**src/rtl/eth_tlp_extract_pkg.sv**
```systemverilog
// Shared types for the Ethernet TLP extract stage.
// FIFO word layout, encapsulation size and parser states.
package eth_tlp_pkg;

    localparam int ENCAP_BYTES = 44;

    typedef struct packed {
        logic [7:0]  keep;
        logic [63:0] data;
        logic        last;
        logic        user;
    } fifo_word_t;

    typedef enum logic [1:0] {
        HDR   = 2'd0,
        FIRST = 2'd1,
        BODY  = 2'd2,
        TAIL  = 2'd3
    } state_t;

endpackage

```
**src/rtl/eth_tlp_extract.sv**
```systemverilog
// Strips Ethernet/IPv4/UDP encapsulation from tap FIFO words and
// realigns the DW-aligned TLP by one DW onto a 64-bit AXI4-Stream.
module eth_tlp_extract
    import eth_tlp_pkg::*;
#(
    parameter int HDR_WORDS    = 5,
    parameter int C_DATA_WIDTH = 64
) (
    input  logic                      user_clk,
    input  logic                      user_reset,
    input  logic [73:0]               dout,
    input  logic                      empty,
    output logic                      rd_en,
    output logic [C_DATA_WIDTH-1:0]   m_axis_tdata,
    output logic [C_DATA_WIDTH/8-1:0] m_axis_tkeep,
    output logic                      m_axis_tlast,
    output logic                      m_axis_tuser,
    output logic                      m_axis_tvalid,
    input  logic                      m_axis_tready,
    output logic [31:0]               pkt_cnt,
    output logic [31:0]               drop_cnt
);

    localparam logic [3:0] LAST_HDR = 4'(HDR_WORDS - 1);

    fifo_word_t  w;
    state_t      state;
    logic [3:0]  count;
    logic        err_acc;
    logic [31:0] hold;
    logic        can_emit;
    logic        accept;
    logic        pop;

    assign w = fifo_word_t'(dout);

    // The output register is the only buffer, so pops wait for a free slot.
    always_comb begin
        can_emit = !m_axis_tvalid || m_axis_tready;
        accept   = can_emit && (state != TAIL);
        pop      = !empty && accept && !user_reset;
        rd_en    = pop;
    end

    // Frame parser, realignment and registered stream output.
    always_ff @(posedge user_clk) begin
        if (user_reset) begin
            state         <= HDR;
            count         <= '0;
            err_acc       <= 1'b0;
            hold          <= '0;
            m_axis_tdata  <= '0;
            m_axis_tkeep  <= '0;
            m_axis_tlast  <= 1'b0;
            m_axis_tuser  <= 1'b0;
            m_axis_tvalid <= 1'b0;
            pkt_cnt       <= '0;
            drop_cnt      <= '0;
        end else begin
            if (m_axis_tvalid && m_axis_tready)
                m_axis_tvalid <= 1'b0;

            unique case (state)
                HDR: begin
                    if (pop) begin
                        if (w.last) begin
                            drop_cnt <= drop_cnt + 32'd1;
                            count    <= '0;
                            err_acc  <= 1'b0;
                        end else begin
                            err_acc <= err_acc | w.user;
                            if (count == LAST_HDR) begin
                                count <= '0;
                                state <= FIRST;
                            end else begin
                                count <= count + 4'd1;
                            end
                        end
                    end
                end

                FIRST: begin
                    if (pop) begin
                        hold <= w.data[63:32];
                        if (w.last) begin
                            err_acc <= 1'b0;
                            state   <= HDR;
                            if (|w.keep[7:4]) begin
                                m_axis_tdata  <= {32'h0, w.data[63:32]};
                                m_axis_tkeep  <= 8'h0F;
                                m_axis_tlast  <= 1'b1;
                                m_axis_tuser  <= err_acc | w.user;
                                m_axis_tvalid <= 1'b1;
                                pkt_cnt       <= pkt_cnt + 32'd1;
                            end else begin
                                drop_cnt <= drop_cnt + 32'd1;
                            end
                        end else begin
                            err_acc <= err_acc | w.user;
                            state   <= BODY;
                        end
                    end
                end

                BODY: begin
                    if (pop) begin
                        m_axis_tdata  <= {w.data[31:0], hold};
                        m_axis_tkeep  <= 8'hFF;
                        m_axis_tvalid <= 1'b1;
                        hold          <= w.data[63:32];
                        if (w.last && !(|w.keep[7:4])) begin
                            m_axis_tlast <= 1'b1;
                            m_axis_tuser <= err_acc | w.user;
                            pkt_cnt      <= pkt_cnt + 32'd1;
                            err_acc      <= 1'b0;
                            state        <= HDR;
                        end else begin
                            m_axis_tlast <= 1'b0;
                            m_axis_tuser <= 1'b0;
                            err_acc      <= err_acc | w.user;
                            if (w.last)
                                state <= TAIL;
                        end
                    end
                end

                TAIL: begin
                    if (can_emit) begin
                        m_axis_tdata  <= {32'h0, hold};
                        m_axis_tkeep  <= 8'h0F;
                        m_axis_tlast  <= 1'b1;
                        m_axis_tuser  <= err_acc;
                        m_axis_tvalid <= 1'b1;
                        pkt_cnt       <= pkt_cnt + 32'd1;
                        err_acc       <= 1'b0;
                        state         <= HDR;
                    end
                end

                default: state <= HDR;
            endcase
        end
    end

endmodule

```
**config.mk**
```make
export PLATFORM = sky130hd
export DESIGN_NAME = eth_tlp_extract
export DESIGN_NICKNAME = d
export VERILOG_FILES = /design/src/rtl/eth_tlp_extract_pkg.sv /design/src/rtl/eth_tlp_extract.sv
export SDC_FILE = /design/constraint.sdc
export NUM_CORES = 1
export LEC_CHECK = 0
export ABC_AREA = 1
export BUFFER_PORTS_ARGS = -buffer_cell sky130_fd_sc_hd__buf_2
export CAP_MARGIN = 20
export CORE_UTILIZATION = 30
export DETAILED_ROUTE_END_ITERATION = 6
export PLACE_DENSITY_LB_ADDON = 0.05
export SLEW_MARGIN = 0
export SYNTH_ARGS = -nofsm -noshare
export SYNTH_HDL_FRONTEND = slang
export SYNTH_SLANG_ARGS = --single-unit
export TNS_END_PERCENT = 50
```
**constraint.sdc**
```tcl
create_clock -name user_clk -period 5.48 [get_ports user_clk]
set_clock_uncertainty 0.1 [all_clocks]
set_input_delay 0.822 -clock user_clk [delete_from_list [all_inputs] [get_ports user_clk]]
set_output_delay 0.822 -clock user_clk [all_outputs]
set_load 0.01 [all_outputs]
```
Word level (Yosys, flattened, before mapping)
Cells that the tools add are included.
{"block": "word_totals", "regBits": 178, "latch_bits": 0, "ram_bits": 0, "romBits": 0, "in_bits": 78, "output_inout_bits": 140, "elab_cells": 120, "mem_count": 0}
{"block": "classes", "n_addsub": 3, "multipliers": 0, "div_mod_pow": 0, "n_lt_le_gt_ge": 0, "n_eq_ne": 18, "shift": 0, "mux": 64, "bitwise": 1, "reduce_logical": 23}
{"operator": "32-bit two-way mux", "count": 11}
{"operator": "64-bit two-way mux", "count": 5}
{"operator": "64-bit one-hot mux with 3 select lines", "count": 1}
{"operator": "32-bit one-hot mux with 3 select lines", "count": 1}
{"operator": "32-bit by 1-bit adder with 32-bit output (second input constant)", "count": 2}
{"operator": "32-bit one-hot mux with 2 select lines", "count": 1}
{"operator": "8-bit two-way mux", "count": 5}
{"operator": "2-bit inequality test (second input constant)", "count": 12}
{"operator": "8-bit one-hot mux with 3 select lines", "count": 1}
{"operator": "1-bit two-way mux", "count": 23}
{"operator": "2-bit two-way mux", "count": 9}
{"operator": "7-bit AND reduction", "count": 2}
{"operator": "1-bit one-hot mux with 3 select lines", "count": 4}
{"operator": "6-bit AND reduction", "count": 2}
{"operator": "4-bit two-way mux", "count": 2}
{"operator": "2-bit one-hot mux with 4 select lines", "count": 1}
{"operator": "1-bit logical AND", "count": 5}
{"operator": "4-bit by 1-bit adder with 4-bit output (second input constant)", "count": 1}
{"operator": "2-bit == test (second input constant)", "count": 2}
{"operator": "4-bit by 3-bit == test with 1-bit output (second input constant)", "count": 1}
{"operator": "1-bit logical NOT", "count": 4}
{"operator": "2-bit AND reduction", "count": 2}
{"operator": "2-bit OR reduction", "count": 2}
{"operator": "4-bit OR reduction", "count": 1}
{"operator": "other kinds (9)", "count": 9}

Depth between registers and ports, before layout
{"block": "logic_depth", "ltp_word": 7, "ltp_mapped": 14, "mapped_depth_nobuf": 11}

Worst setup path before layout
No wires, ideal clock.
{"block": "synth_path", "path_type": "reg-to-reg", "start": "reg state[1]", "end": "reg m_axis_tdata[5]", "setup_ns": 0.113, "t_arrival_ns": 2.112, "required_ns": 5.267, "setup_slack_ns": 3.154, "stages_incl_launch_ff": 13, "n_path_buf": 5, "synth_period_minus_slack_ns": 2.326, "path_cell_list": "dfxtp_1 > buf_2 > clkinv_1 > clkbuf_1 > ha_1 > or2_1 > nand2_2 > buf_6 > nand2_2 > buf_6 > buf_4 > o21ai_1 > nor2_1"}
{"block": "synth_via", "elab_chain_len": 6, "elab_cells_between_ends": 15, "classes_between": "9 x eq/ne; 1 x mux; 5 x reduce/logical"}
{"item": "start: declaration", "line": "eth_tlp_extract.sv:27", "rtl": "state_t state;"}
{"item": "start signal: assignment", "line": "eth_tlp_extract.sv:48", "rtl": "state <= HDR;"}
{"item": "start signal: assignment", "line": "eth_tlp_extract.sv:74", "rtl": "state <= FIRST;"}
{"item": "start signal: assignment", "line": "eth_tlp_extract.sv:87", "rtl": "state <= HDR;"}
{"item": "2-bit inequality test", "line": "eth_tlp_extract.sv:40", "rtl": "accept = can_emit && (state != TAIL);"}
{"item": "1-bit logical AND", "line": "eth_tlp_extract.sv:40"}
{"item": "1-bit logical AND (2 in a row)", "line": "eth_tlp_extract.sv:41", "rtl": "pop = !empty && accept && !user_reset;"}
{"item": "2-bit inequality test (no source line)"}
{"item": "6-bit AND reduction (no source line)"}
{"item": "end signal: assignment", "line": "eth_tlp_extract.sv:89", "rtl": "m_axis_tdata <= {32'h0, w.data[63:32]};"}
{"item": "end signal: assignment", "line": "eth_tlp_extract.sv:107", "rtl": "m_axis_tdata <= {w.data[31:0], hold};"}
{"item": "end signal: assignment", "line": "eth_tlp_extract.sv:129", "rtl": "m_axis_tdata <= {32'h0, hold};"}
{"item": "end: declaration", "line": "eth_tlp_extract.sv:14", "rtl": "output logic [C_DATA_WIDTH-1:0] m_axis_tdata,"}
Parallel ways exist; a longest one is shown, timed or not.
A chain may end at the register's enable or synchronous reset.

Worst setup path after layout
{"block": "layout_path", "start": "reg state[1]", "end": "reg m_axis_tdata[31]"}
The elaborated chain is that of the path after synthesis.

==> impl_metrics.json <==
{
  "run_status": "finished, final reports clean",
  "wl_per_cell_um": 14.0,
  "route.antenna.remaining_nets": 0,
  "grt_overflow": 0,
  "post_cts.resized_instances": 0,
  "grt_busiest_layer": "met2",
  "setup-violations-final": 0,
  "layout-area-overhead-vs-synth_pct": 22.2,
  "gr-usage-met3_pct": 5.03,
  "gp_congestion": 0.825,
  "detailed_place_hpwl_um": 17100,
  "tritoncts": "done",
  "detailedRoute.firstIterationViolations": 421,
  "fp.dieArea_mm2": 0.0285,
  "route.detailed.vias_per_inst": 4.57,
  "worst_stage_delay_on_the_critical_path_ns": 0.73,
  "post_synth_instance_area_mm2": 0.00834,
  "maxSlewHeadroom_pct": 33.4,
  "worst_ep_arrival_time_ns": 4.04,
  "holdBufCountCts": 0,
  "crit_path_max_fanout": 65,
  "timing.fmax_mhz": 261,
  "worst_ep_required_time_ns": 5.69,
  "drv.max_cap_violation_count": 0,
  "crit_path_frequent_cell": "nand2_1",
  "fillCellCount": 3022,
  "htree_num_levels": 4,
  "placement.io_buffers": 213,
  "placed_area_mm2": 0.00956,
  "ys_async_sr_fraction_pct": 0,
  "post_synth_main_area_contributors": "dfxtp_1 41%, nand2_1 16%, nor2_1 11%, a21oi_1 4.8%, o21ai_0 3.7%",
  "static-leakage-power_nw": 4.43,
  "post_synthesis_average_cell_area_um2": 6.61,
  "post-synth-top-area-cell": "dfxtp_1",
  "initial_utilization_pct": 30.8,
  "route.vias.total": 8325,
  "fp.dieW_um": 169,
  "commonest_non_fill_non_tap_cell_in_the_layout": "nand2_1",
  "path_cells": "clkinv_1 -> ha_1 -> nand2_1 -> nand2_1 -> nor2_4 -> nand2_2 -> buf_4 -> o21ai_0 -> nor2_1",
  "period_share_pct": 69.8,
  "power_per_cell_area_mw_per_mm2": 256,
  "timing.critical_path.from_type": "flop",
  "worst_pin_slew_ns": 0.998,
  "yosys_warn_count": 0,
  "cts-root-to-sink-buffers": 2,
  "cts_made_buffers": 17,
  "detail_route.wirelength_um": 25600,
  "multi_input_area_mm2": 0.00422,
  "finish.net_count": 1522,
  "route.detailed.drc": 0,
  "grt_setup_unrepaired": "false",
  "post_route_cells_drive_above_1_share_pct": 19.0,
  "finalHoldWorstSlack_ns": 0.359,
  "drt_first_pass_iters": 5,
  "io_pins": 218,
  "global_route_wire_length_before_repair_um": 41400,
  "cts.sink_count": 172,
  "core.rowCount": 60,
  "synth.ff_latch_count": 172,
  "die_h_um": 169,
  "grt.met2_usage_pct": 30.5,
  "synth.yosys.seq_area_share_pct": 41.3,
  "critPathSlowestCell": "dfxtp_1",
  "critical_setup_path_kind": "reg2reg",
  "synth_enable_flop_cells": 0,
  "period_needed_ns": 3.83,
  "antenna_found_initial": 6,
  "syn-num-nets": 1348,
  "grt_pass1_vias": 7720,
  "most_frequently_used_flop_master_after_synthesis": "dfxtp_1",
  "core_mm2": 0.0271,
  "timing.setup.tns_ns": 0,
  "grtUsageMet1_pct": 23.1,
  "groute.usage.overall_pct": 18.3,
  "cts.clk_slew.worst_paths_ns": 0.07,
  "grt_max_degree": 88,
  "worst_min_delay_path_category": "reg2reg",
  "hold_viol": 0,
  "layout_common_cells": "362 x nand2_1, 254 x nor2_1, 213 x buf_2",
  "postLayoutCellArea_mm2": 0.0102,
  "critPathCaptureType": "flop",
  "postSynthCellCount": 1262,
  "worst_skew_pair.late_latency_ns": 0.43,
  "slew_viol_final": 0,
  "power.ir.vdd_worst_mv": 0.164,
  "post-cts-setup-buffer-count": 0,
  "synth.top_cell.area_share_pct": 41.3,
  "ys_types": 32,
  "cts_root_buf": "clkbuf_16",
  "flip_flop_and_latch_area_mm2": 0.00344
}
cells in the mapped netlist (2+ instances only):
master / n
nand2_1: 362
nor2_1: 254
dfxtp_1: 172
a21oi_1: 80
inv_1: 72
o21ai_0: 62
nand3_1: 51
nand4_1: 49
clkbuf_1: 32
o21ai_1: 20
xor2_1: 15
buf_4: 14
buf_2: 12
nor3_1: 11
buf_6: 8
ha_1: 8
xnor2_1: 8
nor2_2: 6
inv_2: 4
nand3b_1: 4
nand2_2: 3
nor2_4: 3
clkinv_1: 2
nand3_2: 2
metrics by stage:
step           setup WS (ns)  total power [mW]  instances  util, %
2_1_floorplan           3.15              1.34       1262        -
3_3_place_gp            1.31              1.39       1788     35.3
3_5_place_dp            1.32              1.39       1788     35.3
4_1_cts                 1.32              2.67       1820     37.5
5_1_grt                 1.31              2.74       1822     37.6
6_report                1.65              2.62       1823     37.6
final cells by class:
| cell class | instances | area share (%) |
|---|---|---|
| repair buffers | 222 | 11.3 |
| diodes | 2 | 0.0491 |
| well taps | 372 | 4.56 |
| clock buffers | 18 | 4.31 |
| flip-flops and latches | 172 | 33.8 |
| multi-input cells | 944 | 41.4 |
| inverters | 79 | 2.92 |
| clock inverters | 14 | 1.67 |
registers in the layout, indices dropped and copies added, names as in the netlist:
register       cells
count              4
drop_cnt          32
err_acc            1
hold              32
m_axis_tdata      64
m_axis_tkeep       2
m_axis_tlast       1
m_axis_tuser       1
m_axis_tvalid      1
pkt_cnt           32
state              2
cell families after synthesis:
logic type	Yosys count	synth area share, %
AOI/OAI and AO/OA	165	9.99
xor gates and xnor gates	23	2.41
adders and majority gates	8	1.20
buffers and inverters	146	8.13
DFF	172	41.3
and+or+nand+nor	748	37.0
power by group:
part	total [mW]	internal, mW	switching (mW)
combinational	0.102	0.0379	0.0636
clock	1.26	0.668	0.591
sequential	1.25	1.25	0.00256
total	2.62	1.96	0.657
worst max-delay path, delay by kind of cell, from the launching register on:
| family | cells | cell delay, ns |
|---|---|---|
| flops | 1 | 0.73 |
| buf+inv | 2 | 0.98 |
| compound gates | 1 | 0.28 |
| fa+ha+maj | 1 | 0.46 |
| simple gates | 5 | 1.11 |
layer usage:
| layer | share of wire (%) | vias to the layer above | routed length [um] |
|---|---|---|---|
| met5 | 0.12 | - | 30 |
| met2 | 48 | 172 | 12200 |
| li1 | - | 4376 | - |
| met3 | 6.2 | 18 | 1590 |
| met1 | 45 | 3753 | 11600 |
| met4 | 0.87 | 6 | 223 |
final timing paths:
kind / startpoint / end / slack, ns / cells after the start
min: hold[1] / hold[1] / 0.36 / 2
max reg2reg: state[1] / m_axis_tdata[31] / 1.65 / 9
max: state[1] / m_axis_tdata[31] / 1.65 / 9
min reg2reg: hold[1] / hold[1] / 0.36 / 2
No activity file was read; power rests on OpenSTA's default activity.
